**src/rtl/ex_muldiv_if.sv**
```systemverilog
// Operand, sub-opcode and HI/LO result bundle between the EX stage and the multiply/divide unit.
interface ex_muldiv_if;
    logic        flush;
    logic [2:0]  md_op;
    logic [31:0] op_a;
    logic [31:0] op_b;
    logic        busy;
    logic        done;
    logic [31:0] hi;
    logic [31:0] lo;

    modport master (
        output flush, md_op, op_a, op_b,
        input  busy, done, hi, lo
    );

    modport slave (
        input  flush, md_op, op_a, op_b,
        output busy, done, hi, lo
    );
endinterface

```
**src/rtl/ex_muldiv_unit.sv**
```systemverilog
// Iterative 32-cycle MULT/MULTU/DIV/DIVU unit owning the architectural HI/LO registers.
// Signed operations run on magnitudes; the sign is applied when the result is written.
module ex_muldiv_unit (
    input  logic        clk,
    input  logic        rst_n,
    ex_muldiv_if.slave  bus
);

    typedef enum logic {IDLE, RUN} state_t;

    state_t      state_q, state_d;
    logic [4:0]  cnt_q;
    logic        is_div_q;
    logic        neg_res_q;
    logic        neg_rem_q;
    logic [31:0] opnd_q;
    logic [31:0] dvd_raw_q;
    logic [63:0] work_q, work_d;
    logic [31:0] hi_q, lo_q;
    logic        done_q;

    logic        start, mt_hi, mt_lo, finish;
    logic        op_is_div, op_is_sgn;
    logic [32:0] sum_m;
    logic [32:0] shifted;
    logic [32:0] diff;
    logic        ge;
    logic [63:0] prod_fix;
    logic [31:0] quot_fix, rem_fix;

    function automatic logic [31:0] mag32(input logic signed [31:0] v, input logic sgn_op);
        return (sgn_op && (v < 0)) ? (~v + 32'd1) : v;
    endfunction

    function automatic logic [31:0] neg32(input logic [31:0] v, input logic en);
        return en ? (~v + 32'd1) : v;
    endfunction

    function automatic logic [63:0] neg64(input logic [63:0] v, input logic en);
        return en ? (~v + 64'd1) : v;
    endfunction

    always_comb begin
        state_d = state_q;
        start   = 1'b0;
        mt_hi   = 1'b0;
        mt_lo   = 1'b0;
        finish  = 1'b0;
        case (state_q)
            IDLE: begin
                if (!bus.flush) begin
                    case (bus.md_op)
                        3'd1, 3'd2, 3'd3, 3'd4: begin
                            start   = 1'b1;
                            state_d = RUN;
                        end
                        3'd5:    mt_hi = 1'b1;
                        3'd6:    mt_lo = 1'b1;
                        default: ;
                    endcase
                end
            end
            RUN: begin
                if (bus.flush) begin
                    state_d = IDLE;
                end else if (cnt_q == 5'd31) begin
                    finish  = 1'b1;
                    state_d = IDLE;
                end
            end
            default: state_d = IDLE;
        endcase
    end

    assign op_is_div = (bus.md_op == 3'd3) || (bus.md_op == 3'd4);
    assign op_is_sgn = (bus.md_op == 3'd1) || (bus.md_op == 3'd3);

    // Multiply keeps {partial, multiplier}; divide keeps {remainder, dividend/quotient}.
    always_comb begin
        sum_m   = {1'b0, work_q[63:32]} + (work_q[0] ? {1'b0, opnd_q} : 33'd0);
        shifted = {work_q[63:32], work_q[31]};
        ge      = (shifted >= {1'b0, opnd_q});
        diff    = shifted - {1'b0, opnd_q};
        if (is_div_q) begin
            work_d = {(ge ? diff[31:0] : shifted[31:0]), work_q[30:0], ge};
        end else begin
            work_d = {sum_m, work_q[31:1]};
        end
    end

    assign prod_fix = neg64(work_d, neg_res_q);
    assign quot_fix = neg32(work_d[31:0], neg_res_q);
    assign rem_fix  = neg32(work_d[63:32], neg_rem_q);

    always_ff @(posedge clk or negedge rst_n) begin
        if (!rst_n) begin
            state_q   <= IDLE;
            cnt_q     <= 5'd0;
            is_div_q  <= 1'b0;
            neg_res_q <= 1'b0;
            neg_rem_q <= 1'b0;
            opnd_q    <= 32'd0;
            dvd_raw_q <= 32'd0;
            work_q    <= 64'd0;
            hi_q      <= 32'd0;
            lo_q      <= 32'd0;
            done_q    <= 1'b0;
        end else begin
            state_q <= state_d;
            done_q  <= finish;
            if (start) begin
                cnt_q     <= 5'd0;
                is_div_q  <= op_is_div;
                neg_res_q <= op_is_sgn & (bus.op_a[31] ^ bus.op_b[31]);
                neg_rem_q <= op_is_sgn & bus.op_a[31];
                dvd_raw_q <= bus.op_a;
                if (op_is_div) begin
                    work_q <= {32'd0, mag32(bus.op_a, op_is_sgn)};
                    opnd_q <= mag32(bus.op_b, op_is_sgn);
                end else begin
                    work_q <= {32'd0, mag32(bus.op_b, op_is_sgn)};
                    opnd_q <= mag32(bus.op_a, op_is_sgn);
                end
            end else if (state_q == RUN) begin
                work_q <= work_d;
                cnt_q  <= cnt_q + 5'd1;
            end
            if (mt_hi) hi_q <= bus.op_a;
            if (mt_lo) lo_q <= bus.op_a;
            // Division by zero still runs all iterations; the result is substituted here.
            if (finish) begin
                if (!is_div_q) begin
                    hi_q <= prod_fix[63:32];
                    lo_q <= prod_fix[31:0];
                end else if (opnd_q == 32'd0) begin
                    hi_q <= dvd_raw_q;
                    lo_q <= 32'hFFFF_FFFF;
                end else begin
                    hi_q <= rem_fix;
                    lo_q <= quot_fix;
                end
            end
        end
    end

    assign bus.busy = (state_q == RUN);
    assign bus.done = done_q;
    assign bus.hi   = hi_q;
    assign bus.lo   = lo_q;

endmodule

```
**src/flat_wrapper.sv**
```systemverilog
// flat-port wrapper written by rule: the top's interface ports become plain ports
module ex_muldiv_unit_flat 
  (clk, rst_n, bus_flush, bus_md_op, bus_op_a, bus_op_b, bus_busy, bus_done, bus_hi, bus_lo);
  ex_muldiv_if bus_i ();
  input  logic clk;
  input  logic rst_n;
  input wire logic [$bits(bus_i.flush)-1:0] bus_flush;
  input wire logic [$bits(bus_i.md_op)-1:0] bus_md_op;
  input wire logic [$bits(bus_i.op_a)-1:0] bus_op_a;
  input wire logic [$bits(bus_i.op_b)-1:0] bus_op_b;
  output wire logic [$bits(bus_i.busy)-1:0] bus_busy;
  output wire logic [$bits(bus_i.done)-1:0] bus_done;
  output wire logic [$bits(bus_i.hi)-1:0] bus_hi;
  output wire logic [$bits(bus_i.lo)-1:0] bus_lo;
  assign bus_i.flush = bus_flush;
  assign bus_i.md_op = bus_md_op;
  assign bus_i.op_a = bus_op_a;
  assign bus_i.op_b = bus_op_b;
  assign bus_busy = bus_i.busy;
  assign bus_done = bus_i.done;
  assign bus_hi = bus_i.hi;
  assign bus_lo = bus_i.lo;
  ex_muldiv_unit u_core (.clk(clk), .rst_n(rst_n), .bus(bus_i));
endmodule
```
**config.mk**
```make
export PLATFORM = sky130hd
export DESIGN_NAME = ex_muldiv_unit_flat
export DESIGN_NICKNAME = d
export VERILOG_FILES = /design/src/rtl/ex_muldiv_if.sv /design/src/rtl/ex_muldiv_unit.sv /design/src/flat_wrapper.sv
export SDC_FILE = /design/constraint.sdc
export NUM_CORES = 1
export LEC_CHECK = 0
export CORE_MARGIN = 2
export CORE_UTILIZATION = 25
export CTS_BUF_LIST = sky130_fd_sc_hd__clkbuf_8 sky130_fd_sc_hd__clkbuf_16
export CTS_CLUSTER_SIZE = 40
export DETAILED_ROUTE_END_ITERATION = 10
export GPL_TIMING_DRIVEN = 0
export MAX_ROUTING_LAYER = met4
export PLACE_DENSITY = 0.46
export SYNTH_ARGS = -nofsm -noshare
export SYNTH_HDL_FRONTEND = slang
export SYNTH_SLANG_ARGS = --single-unit
```
**constraint.sdc**
```tcl
create_clock -name clk -period 6.2 [get_ports clk]
set_input_delay 1.24 -clock clk [delete_from_list [all_inputs] [get_ports clk]]
set_output_delay 1.24 -clock clk [all_outputs]
set_load 0.01 [all_outputs]
```
==> results of run 1 <==
## sequential cells by signal, summed over array words and instances, names as in the netlist
| register | count |
|---|---|
| u_core.neg_res_q | 1 |
| u_core.bus.lo | 32 |
| u_core.is_div_q | 1 |
| u_core.bus.done | 1 |
| u_core.bus.busy | 1 |
| u_core.dvd_raw_q | 32 |
| u_core.opnd_q | 32 |
| u_core.work_q | 64 |
| u_core.cnt_q | 5 |
| u_core.bus.hi | 32 |
| u_core.neg_rem_q | 1 |
## report_power, final
part / leakage, nW / switching, mW / internal [mW]
Combinational: 5.48 / 4.29 / 2.33
Clock: 0.426 / 0.639 / 0.921
Sequential: 2.51 / 0.485 / 1.70
## metrics by stage
| step | cells | setup WS, ps |
|---|---|---|
| 2_1_floorplan | 2289 | 1380 |
| 3_3_place_gp | 3348 | -5330 |
| 3_5_place_dp | 3349 | -615 |
| 4_1_cts | 3391 | 7.43 |
| 5_1_grt | 3391 | 65.3 |
| 6_report | 3391 | 263 |
## area by class of cell
cell class | count | share of cell area (%)
plain buffers | 151 | 3.07
repair buffers | 120 | 5.82
well taps | 940 | 5.59
inverters | 67 | 1.20
multi-input cells | 1869 | 56.3
clock buffers | 31 | 3.37
flip-flops and latches | 202 | 24.0
clock inverters | 11 | 0.607
## path summary, 6_finish.rpt
kind | start | to | slack, ps | cells past startpoint
worst max-delay path | u_core.opnd_q[21]$_DFFE_PN0P_ | u_core.bus.hi[10]$_DFFE_PN0P_ | 260 | 20
worst min-delay path | u_core.dvd_raw_q[22]$_DFFE_PN0P_ | u_core.dvd_raw_q[22]$_DFFE_PN0P_ | 480 | 2
worst max register to register | u_core.opnd_q[21]$_DFFE_PN0P_ | u_core.bus.hi[10]$_DFFE_PN0P_ | 260 | 20
worst min register to register | u_core.dvd_raw_q[22]$_DFFE_PN0P_ | u_core.dvd_raw_q[22]$_DFFE_PN0P_ | 480 | 2
max in group asynchronous | rst_n | u_core.work_q[50]$_DFFE_PN0P_ | 4400 | 2
min in group asynchronous | rst_n | u_core.bus.lo[16]$_DFFE_PN0P_ | 680 | 1
## cells by family (layout without fill, tap and decap cells)
| group | after synthesis | count (layout) | synth area share [%] |
|---|---|---|---|
| simple gates | 835 | 835 | 21.8 |
| compound gates | 723 | 723 | 27.3 |
| buf+inv | 218 | 380 | 5.04 |
| flops | 202 | 202 | 28.5 |
| xor+xnor | 188 | 188 | 9.27 |
| fa+ha+maj | 72 | 72 | 5.16 |
| mux | 51 | 51 | 2.97 |
## routing by layer
metal / wire length [um] / share of wire (%) / vias to the layer above
li1: - / - / 8577
met2: 40800 / 46 / 793
met3: 5720 / 6.4 / 186
met4: 4030 / 4.5 / 0
met1: 38400 / 43 / 9417
met5: 0 / 0 / -
## worst register-to-register path: cells and delay by family (launching register included)
family,cells,cell delay (ps)
flip-flops,1,600
adder cells (fa/ha/maj),2,580
AO/OA/AOI/OAI,7,1640
XOR/XNOR,1,200
buffers and inverters,2,360
AND/OR/NAND/NOR,8,2470
## cells in the final DEF, fill, tap and decap left out, drive strengths merged, types with 22 or more instances in the layout
cell type      synthesis  routed
a211oi                22      22
a21o                  30      30
a21oi                174     174
a22o                  24      24
a31oi                 31      31
a32oi                 34      34
and2                  36      36
buf                   41      43
clkbuf               110     141
clkdlybuf4s50          0     118
dfrtp                202     202
ha                    70      70
inv                   65      71
mux2i                 38      38
nand2                400     400
nand3                 47      47
nand4                 28      28
nor2                 165     165
nor3                  40      40
nor4                  28      28
o211ai                41      41
o21ai                192     192
o31ai                 23      23
xnor2                111     111
xor2                  77      77
==> results_dict.tcl, run 1 <==
set metrics [dict create \
    status "completed" \
    dieArea_um2 73200 \
    fin_util_pct 30.0 \
    tightest_slew_ps 1230 \
    finalSetupViolCount 0 \
    yosysSeqAreaShare_pct 28.5 \
    drive_gt1_share_pct 5.75 \
    vias 19000 \
    hold_buffers 0 \
    fin_hold_ws_ps 479 \
    cts_root_buffer "clkbuf_16" \
    post-dp-hpwl_um 72000 \
    synth_most_common_cell "nand2_1" \
    fillers 7663 \
    htree_levels 1 \
    tns_ps 0 \
    grt_pass1_wl_um 127000 \
    cts_tree "yes" \
    drtAntennaViolNets 0 \
    cp_num_buf_inv 2 \
    crit_family "simple AND/OR/NAND/NOR gates" \
    rsz0062_at_grt "no" \
    synth_edf_count 0 \
    place.gp.congestion 0.985 \
    synth_cells 2289 \
    yosys-top-cells-count "nand2_1, dfrtp_1, o21ai_0" \
    grt_max_degree 109 \
    cp.arrival_ps 6390 \
    cp-end-kind "flop" \
    drtIter0Drc 2060 \
    postCtsSetupBuffers 0 \
    multi_input_area_um2 11800 \
    antenna_found_initial 2 \
    die_x_um 270 \
    syn_avg_cell_area_um2 7.76 \
    routed_wl_um 88900 \
    total_leakage_power_nw 8.42 \
    boundaryPins 136 \
    wl_per_cell_um 26.2 \
    cap_violations 0 \
    slowest_stage "dfrtp_1" \
    synth_top_cells_by_area "dfrtp_1, nand2_1, xnor2_1, o21ai_0, ha_1" \
    grt_pass1_vias 18300 \
    max_stage_delay_ps 600 \
    clockBufferDepth 3 \
    final_cell_area_um2 21000 \
    die_y_um 270 \
    synth_top_area_share_pct 28.5 \
    antennaDiodeCount 0 \
    synth_nets 2431 \
    min_path_type "reg2reg" \
    cts_sinks 202 \
    critPathKind "reg2reg" \
    max-vdd-ir-drop_mv 0.198 \
    fmax_mhz 168 \
    initial_core_util_pct 25.3 \
    top_usage_layer "met2" \
    gr-usage-all-layers_pct 24.1 \
    drc_errors 0 \
    slew_violations 0 \
    start_kind "flop" \
    synthArstFlopShare_pct 100 \
    yosysUniqueCellTypes 98 \
    synth_top_area_cell "dfrtp_1" \
    regArea_um2 5060 \
    via_per_inst 5.60 \
    dpl_cell_area_um2 20200 \
    grt_use_met1_pct 31.4 \
    synthFlopType "dfrtp_1" \
    worstPathCellList "inv_1, ha_1, nand2_1, nor2_1, a221o_1, a21o_1, nor2_4, nor2_1, a21oi_4, ha_1, o21ai_0, nand2b_1, or4_4, or4_4, nand2b_4, clkbuf_2, o31ai_1, xnor2_1, o21ai_0, a21oi_1" \
    crit_fanout 10 \
    cts-buffers-inserted 25 \
    fin_crit_sh_pct 95.8 \
    relSlewSlack_pct 17.2 \
    cellPowerDensity_nw_per_um2 493 \
    total_power_mw 10.4 \
    gr-usage-met2_pct 38.0 \
    layout.nets 2578 \
    clkSlewWorstSetupHoldPaths_ps 70 \
    cts_resized 5 \
    post-route-min-period_ps 5940 \
    core_um2 70100 \
    dr.pass1.iters 5 \
    required_ps 6660 \
    hold_violations 0 \
    overflow 0 \
    rows 97 \
    area_growth_pct 18.4 \
    use_met3_pct 3.22 \
    syn_area_um2 17800 \
    clock_skew_ps 23.7 \
    yosys_warnings 0 \
    ys_ff_latch 202 \
    portBuffers 119 \
    insertion_delay_ps 560 \
]
Note: power is estimated with default switching activity, not from simulation.
==> inputs of run 2 (changes only) <==
--- a/config.mk
+++ b/config.mk
@@ -5,6 +5,8 @@
 export SDC_FILE = /design/constraint.sdc
 export NUM_CORES = 1
 export LEC_CHECK = 0
+export ABC_AREA = 0
+export CORE_ASPECT_RATIO = 0.75
 export CORE_MARGIN = 2
 export CORE_UTILIZATION = 25
 export CTS_BUF_LIST = sky130_fd_sc_hd__clkbuf_8 sky130_fd_sc_hd__clkbuf_16
==> results_dict.tcl, run 2 (synthesis gave the netlist of run 1 again) <==
set metrics [dict create \
    post-dp-hpwl_um 78000 \
    grt_max_degree 82 \
    gr-usage-all-layers_pct 25.9 \
    cp-end-kind "flop" \
    cts_tree "yes" \
    whs_path_depth 2 \
    dpl_cell_area_um2 20200 \
    wl_per_cell_um 28.0 \
    status "completed" \
    grt_pass1_wl_um 136000 \
    fin_crit_sh_pct 98.7 \
    clockBufferDepth 3 \
    fmax_mhz 163 \
    cellPowerDensity_nw_per_um2 511 \
    area_growth_pct 18.8 \
    htree_levels 1 \
    final_cell_area_um2 21100 \
    cap_violations 0 \
    cp.arrival_ps 6590 \
    largest_register "u_core.work_q" \
    antenna_found_initial 5 \
    critPathKind "reg2reg" \
    cts_sinks 202 \
    largest_reg_flops 64 \
    vias 19700 \
    layout.nets 2580 \
    total_power_mw 10.8 \
    required_ps 6680 \
    total_leakage_power_nw 8.42 \
    die_x_um 312 \
    slew_violations 0 \
    hold_violations 0 \
    final_cell_mix "nand2_1, dfrtp_1, o21ai_0" \
    clock_skew_ps 17.5 \
    initial_core_util_pct 25.3 \
    routed_wl_um 95400 \
    min_path_type "reg2reg" \
    insertion_delay_ps 570 \
    dr.pass1.iters 5 \
    boundaryPins 136 \
    multi_input_area_um2 11800 \
    die_y_um 235 \
    tightest_slew_ps 1370 \
    core_um2 70200 \
    clkSlewWorstSetupHoldPaths_ps 70 \
    relSlewSlack_pct 7.81 \
    portBuffers 119 \
    drtIter0Drc 2419 \
    via_per_inst 5.77 \
    max-vdd-ir-drop_mv 0.190 \
    post-route-min-period_ps 6120 \
    dieArea_um2 73200 \
    crit_fanout 10 \
    overflow 0 \
    drive_gt1_share_pct 6.07 \
    start_kind "flop" \
    fillers 7651 \
    ff2ff_path_depth 20 \
    regArea_um2 5050 \
    finalSetupViolCount 0 \
    place.gp.congestion 1.02 \
    drc_errors 0 \
    layout_commonest_cell "nand2_1" \
    grt_pass1_vias 18300 \
    cts-buffers-inserted 24 \
    cts_root_buffer "clkbuf_16" \
    drtAntennaViolNets 0 \
    tns_ps 0 \
    rsz0062_at_grt "no" \
    rows 84 \
]
-- run 2: cell count changes in the layout (fill, tap and decap cells not counted), sizes merged --
| cell | before | now |
|---|---|---|
| clkinv | 2 | 7 |
| buf | 43 | 46 |
| diode | 0 | 2 |
| clkinvlp | 2 | 3 |
| bufinv | 3 | 4 |
| clkbuf | 141 | 136 |
-- run 2: path summary, 6_finish.rpt --
| kind | from | to | slack, ps |
|---|---|---|---|
| worst min-delay path | u_core.dvd_raw_q[3]$_DFFE_PN0P_ | u_core.dvd_raw_q[3]$_DFFE_PN0P_ | 490 |
| worst max-delay path | u_core.opnd_q[19]$_DFFE_PN0P_ | u_core.bus.hi[10]$_DFFE_PN0P_ | 80 |
| min in group asynchronous | rst_n | u_core.work_q[59]$_DFFE_PN0P_ | 560 |
| worst min register to register | u_core.dvd_raw_q[3]$_DFFE_PN0P_ | u_core.dvd_raw_q[3]$_DFFE_PN0P_ | 490 |
| max in group asynchronous | rst_n | u_core.work_q[18]$_DFFE_PN0P_ | 4440 |
| worst max register to register | u_core.opnd_q[19]$_DFFE_PN0P_ | u_core.bus.hi[10]$_DFFE_PN0P_ | 80 |
-- run 2: cell type report --
cell class	count	share of cell area, %
multi-input cells	1869	56.1
flip-flops and latches	202	24.0
repair buffers	123	6.01
well taps	946	5.61
plain buffers	151	3.06
clock buffers	26	3.03
inverters	67	1.19
clock inverters	18	0.973
diodes	2	0.0237
-- run 2: critical path: stages (launching register included) --
cell	delay (ps)
dfrtp_1	570
inv_1	270
ha_1	440
nand4_1	180
nor4_2	100
a221o_1	390
a21o_1	270
nor2_4	130
nor2_1	110
a21oi_2	230
ha_1	280
o21ai_0	140
nand2b_1	230
or4_1	670
or4_4	620
nand2b_2	350
clkbuf_2	280
o31ai_1	280
xnor2_1	200
o21ai_0	110
a21oi_1	170
-- run 2: per-layer routing --
| layer | track usage [%] | routed length [um] | up-vias |
|---|---|---|---|
| met2 | 34.3 | 37200 | 1063 |
| met1 | 39.6 | 45900 | 9887 |
| met5 | - | 0 | - |
| met3 | 5.64 | 10400 | 109 |
| met4 | 4.85 | 1870 | 0 |
| li1 | - | - | 8599 |
-- run 2: power breakdown --
part	total [mW]	internal [mW]	switching, mW
combinational	6.92	2.35	4.57
clock	1.61	0.917	0.698
sequential	2.23	1.70	0.534
total	10.8	4.96	5.80
-- run 2: timing repair --
item,in CTS,in global routing
buffers inserted,1,1
setup endpoints to repair,16,17
gates resized for setup,6,5
pin swaps,0,1
hold buffers,0,0
-- run 2: stage by stage --
stage	hold slack [ps]	setup WS [ps]	instances	util, %
final	486	82.4	3404	30.0
after global routing	512	26.5	3404	30.0
after CTS	487	67.0	3401	30.0
after detailed placement	469	-682	3356	28.8
after global placement	467	-5490	3354	28.7
after floorplan	440	1380	2289	-
==> inputs of run 3 (changes only) <==
--- a/config.mk
+++ b/config.mk
@@ -9,7 +9,6 @@
 export CORE_ASPECT_RATIO = 0.75
 export CORE_MARGIN = 2
 export CORE_UTILIZATION = 25
-export CTS_BUF_LIST = sky130_fd_sc_hd__clkbuf_8 sky130_fd_sc_hd__clkbuf_16
 export CTS_CLUSTER_SIZE = 40
 export DETAILED_ROUTE_END_ITERATION = 10
 export GPL_TIMING_DRIVEN = 0
==> results_dict.tcl, run 3 (synthesis gave the netlist of run 1 again) <==
set metrics [dict create \
    status "completed" \
    tightest_slew_ps 1330 \
    fin_crit_sh_pct 98.5 \
    boundaryPins 136 \
    initial_core_util_pct 25.3 \
    worstPathCellList "inv_1, ha_1, nand4_1, nor4_2, a221o_1, a21o_1, nor2_4, nor2_1, a21oi_2, ha_1, o21ai_0, nand2b_1, or4_1, or4_4, nand2b_2, clkbuf_2, o31ai_1, xnor2_1, o21ai_0, a21oi_1" \
    min_path_type "reg2reg" \
    post-dp-hpwl_um 78000 \
    grt_use_met1_pct 39.6 \
    drive_gt1_share_pct 6.07 \
    max-vdd-ir-drop_mv 0.188 \
    comb_power_share_pct 64.3 \
    via_per_inst 5.75 \
    crit_fanout 10 \
    rows 84 \
    rsz0062_at_grt "no" \
    layout_commonest_cell "nand2_1" \
    cts-buffers-inserted 24 \
    cts_tree "yes" \
    gr-usage-all-layers_pct 25.9 \
    dr.pass1.iters 6 \
    drtIter0Drc 2415 \
    grt_pass1_vias 18300 \
    clkSlewWorstSetupHoldPaths_ps 70 \
    setup.worst_path.start "u_core.opnd_q[19]$_DFFE_PN0P_" \
    total_leakage_power_nw 8.41 \
    max_stage_delay_ps 670 \
    pre_cts_ws_ps -682 \
    crit-reg2reg-launch "u_core.opnd_q[19]$_DFFE_PN0P_" \
    slowest_stage "or4_1" \
    cellPowerDensity_nw_per_um2 510 \
    power_switching_mw 5.79 \
    cap_violations 0 \
    clock_skew_ps 18.1 \
    use_met3_pct 5.64 \
    largest_reg_flops 64 \
    overflow 0 \
    final_cell_area_um2 21100 \
    post-route-min-period_ps 6110 \
    hold_violations 0 \
    die_y_um 235 \
    crit_family "simple AND/OR/NAND/NOR gates" \
    grt_pass1_wl_um 136000 \
    cts_root_buffer "clkbuf_16" \
    clockBufferDepth 3 \
    layout.nets 2580 \
    dp_cells 3356 \
    area_growth_pct 18.8 \
    fmax_mhz 164 \
    portBuffers 119 \
    dieArea_um2 73200 \
    core_um2 70200 \
    rrSetupSlack_ps 90 \
    slew_violations 0 \
    layout_setup_ws_ps 92.3 \
    p_clk_share_pct 15.0 \
    vias 19600 \
    start_kind "flop" \
    switching_share_pct 53.8 \
    dpl_cell_area_um2 20200 \
    cp_num_buf_inv 2 \
    die_x_um 312 \
    fin_util_pct 30.0 \
    largest_register "u_core.work_q" \
    top_usage_layer "met1" \
    cp.arrival_ps 6580 \
    drtAntennaViolNets 0 \
    grt_max_degree 82 \
    antenna_found_initial 5 \
    final_cell_mix "nand2_1, dfrtp_1, o21ai_0" \
    insertion_delay_ps 570 \
    drc_errors 0 \
    critPathKind "reg2reg" \
    ff2ff_path_depth 20 \
    cp-endpoint "u_core.bus.hi[10]$_DFFE_PN0P_" \
    htree_levels 1 \
    cp-end-kind "flop" \
    wl_per_cell_um 28.0 \
    place.gp.congestion 1.02 \
    routed_wl_um 95400 \
    gr-usage-met2_pct 34.3 \
    finalSetupViolCount 0 \
    hold_buffers 0 \
    cts_sinks 202 \
    p_int_mw 4.97 \
    path_depth 20 \
    pwr-share-seq_pct 20.7 \
    fin_cells 3404 \
    r2r-end "u_core.bus.hi[10]$_DFFE_PN0P_" \
    required_ps 6670 \
    relSlewSlack_pct 10.8 \
]
[run 3: changes by cell type in the layout (fill, tap and decap cells not counted)]
cell / delta
inv_1: -3
clkbuf_1: +3
[run 3: worst min-delay path: cells and delay by family, from the launching register on]
family,cells,cell delay (ps)
flops,1,340
simple gates,2,120
[run 3: final cells by class]
type | count | area (um2)
clock inverters | 15 | 194
flip-flops and latches | 202 | 5050
repair buffers | 123 | 1270
plain buffers | 151 | 646
multi-input cells | 1869 | 11800
inverters | 67 | 251
well taps | 946 | 1180
fillers | 7651 | 49100
clock buffers | 29 | 651
diodes | 2 | 5.00
[run 3: worst min path at each step]
stage | endpoint | startpoint | cells after the start
floorplan | u_core.dvd_raw_q[17]$_DFFE_PN0P_ | u_core.dvd_raw_q[17]$_DFFE_PN0P_ | 2
CTS | u_core.dvd_raw_q[3]$_DFFE_PN0P_ | u_core.dvd_raw_q[3]$_DFFE_PN0P_ | 2
global placement | u_core.dvd_raw_q[12]$_DFFE_PN0P_ | u_core.dvd_raw_q[12]$_DFFE_PN0P_ | 2
global route | u_core.dvd_raw_q[3]$_DFFE_PN0P_ | u_core.dvd_raw_q[3]$_DFFE_PN0P_ | 2
finish | u_core.dvd_raw_q[3]$_DFFE_PN0P_ | u_core.dvd_raw_q[3]$_DFFE_PN0P_ | 2
detailed placement | u_core.dvd_raw_q[3]$_DFFE_PN0P_ | u_core.dvd_raw_q[3]$_DFFE_PN0P_ | 2
[run 3: metrics by stage]
| stage | total power, mW | setup TNS, ps | hold slack [ps] |
|---|---|---|---|
| after floorplan | 6.30 | 0 | 440 |
| after CTS | 10.5 | 0 | 487 |
| after global routing | 11.3 | 0 | 512 |
| after detailed placement | 8.89 | -8700 | 469 |
| final | 10.8 | 0 | 488 |
| after global placement | 8.87 | -1110700 | 467 |
[run 3: routing by layer]
metal / up-vias / share of wire [%]
met3: 114 / 11
met2: 1075 / 39
li1: 8599 / -
met1: 9779 / 48
met4: 0 / 2.0
met5: - / 0
[run 3: timing repair]
action / in CTS / in global routing
setup buffers: 1 / 1
resized for setup: 6 / 5
setup endpoints to repair: 16 / 17
pin swaps: 0 / 1
[run 3: power by group through the flow]
stage                     Clock, mW  Combinational, mW  Sequential (mW)
after floorplan                   0               4.28             2.02
after global placement            0               6.65             2.22
after detailed placement          0               6.67             2.22
after CTS                      1.62               6.71             2.20
after global routing           1.67               7.35             2.26
final                          1.61               6.91             2.23
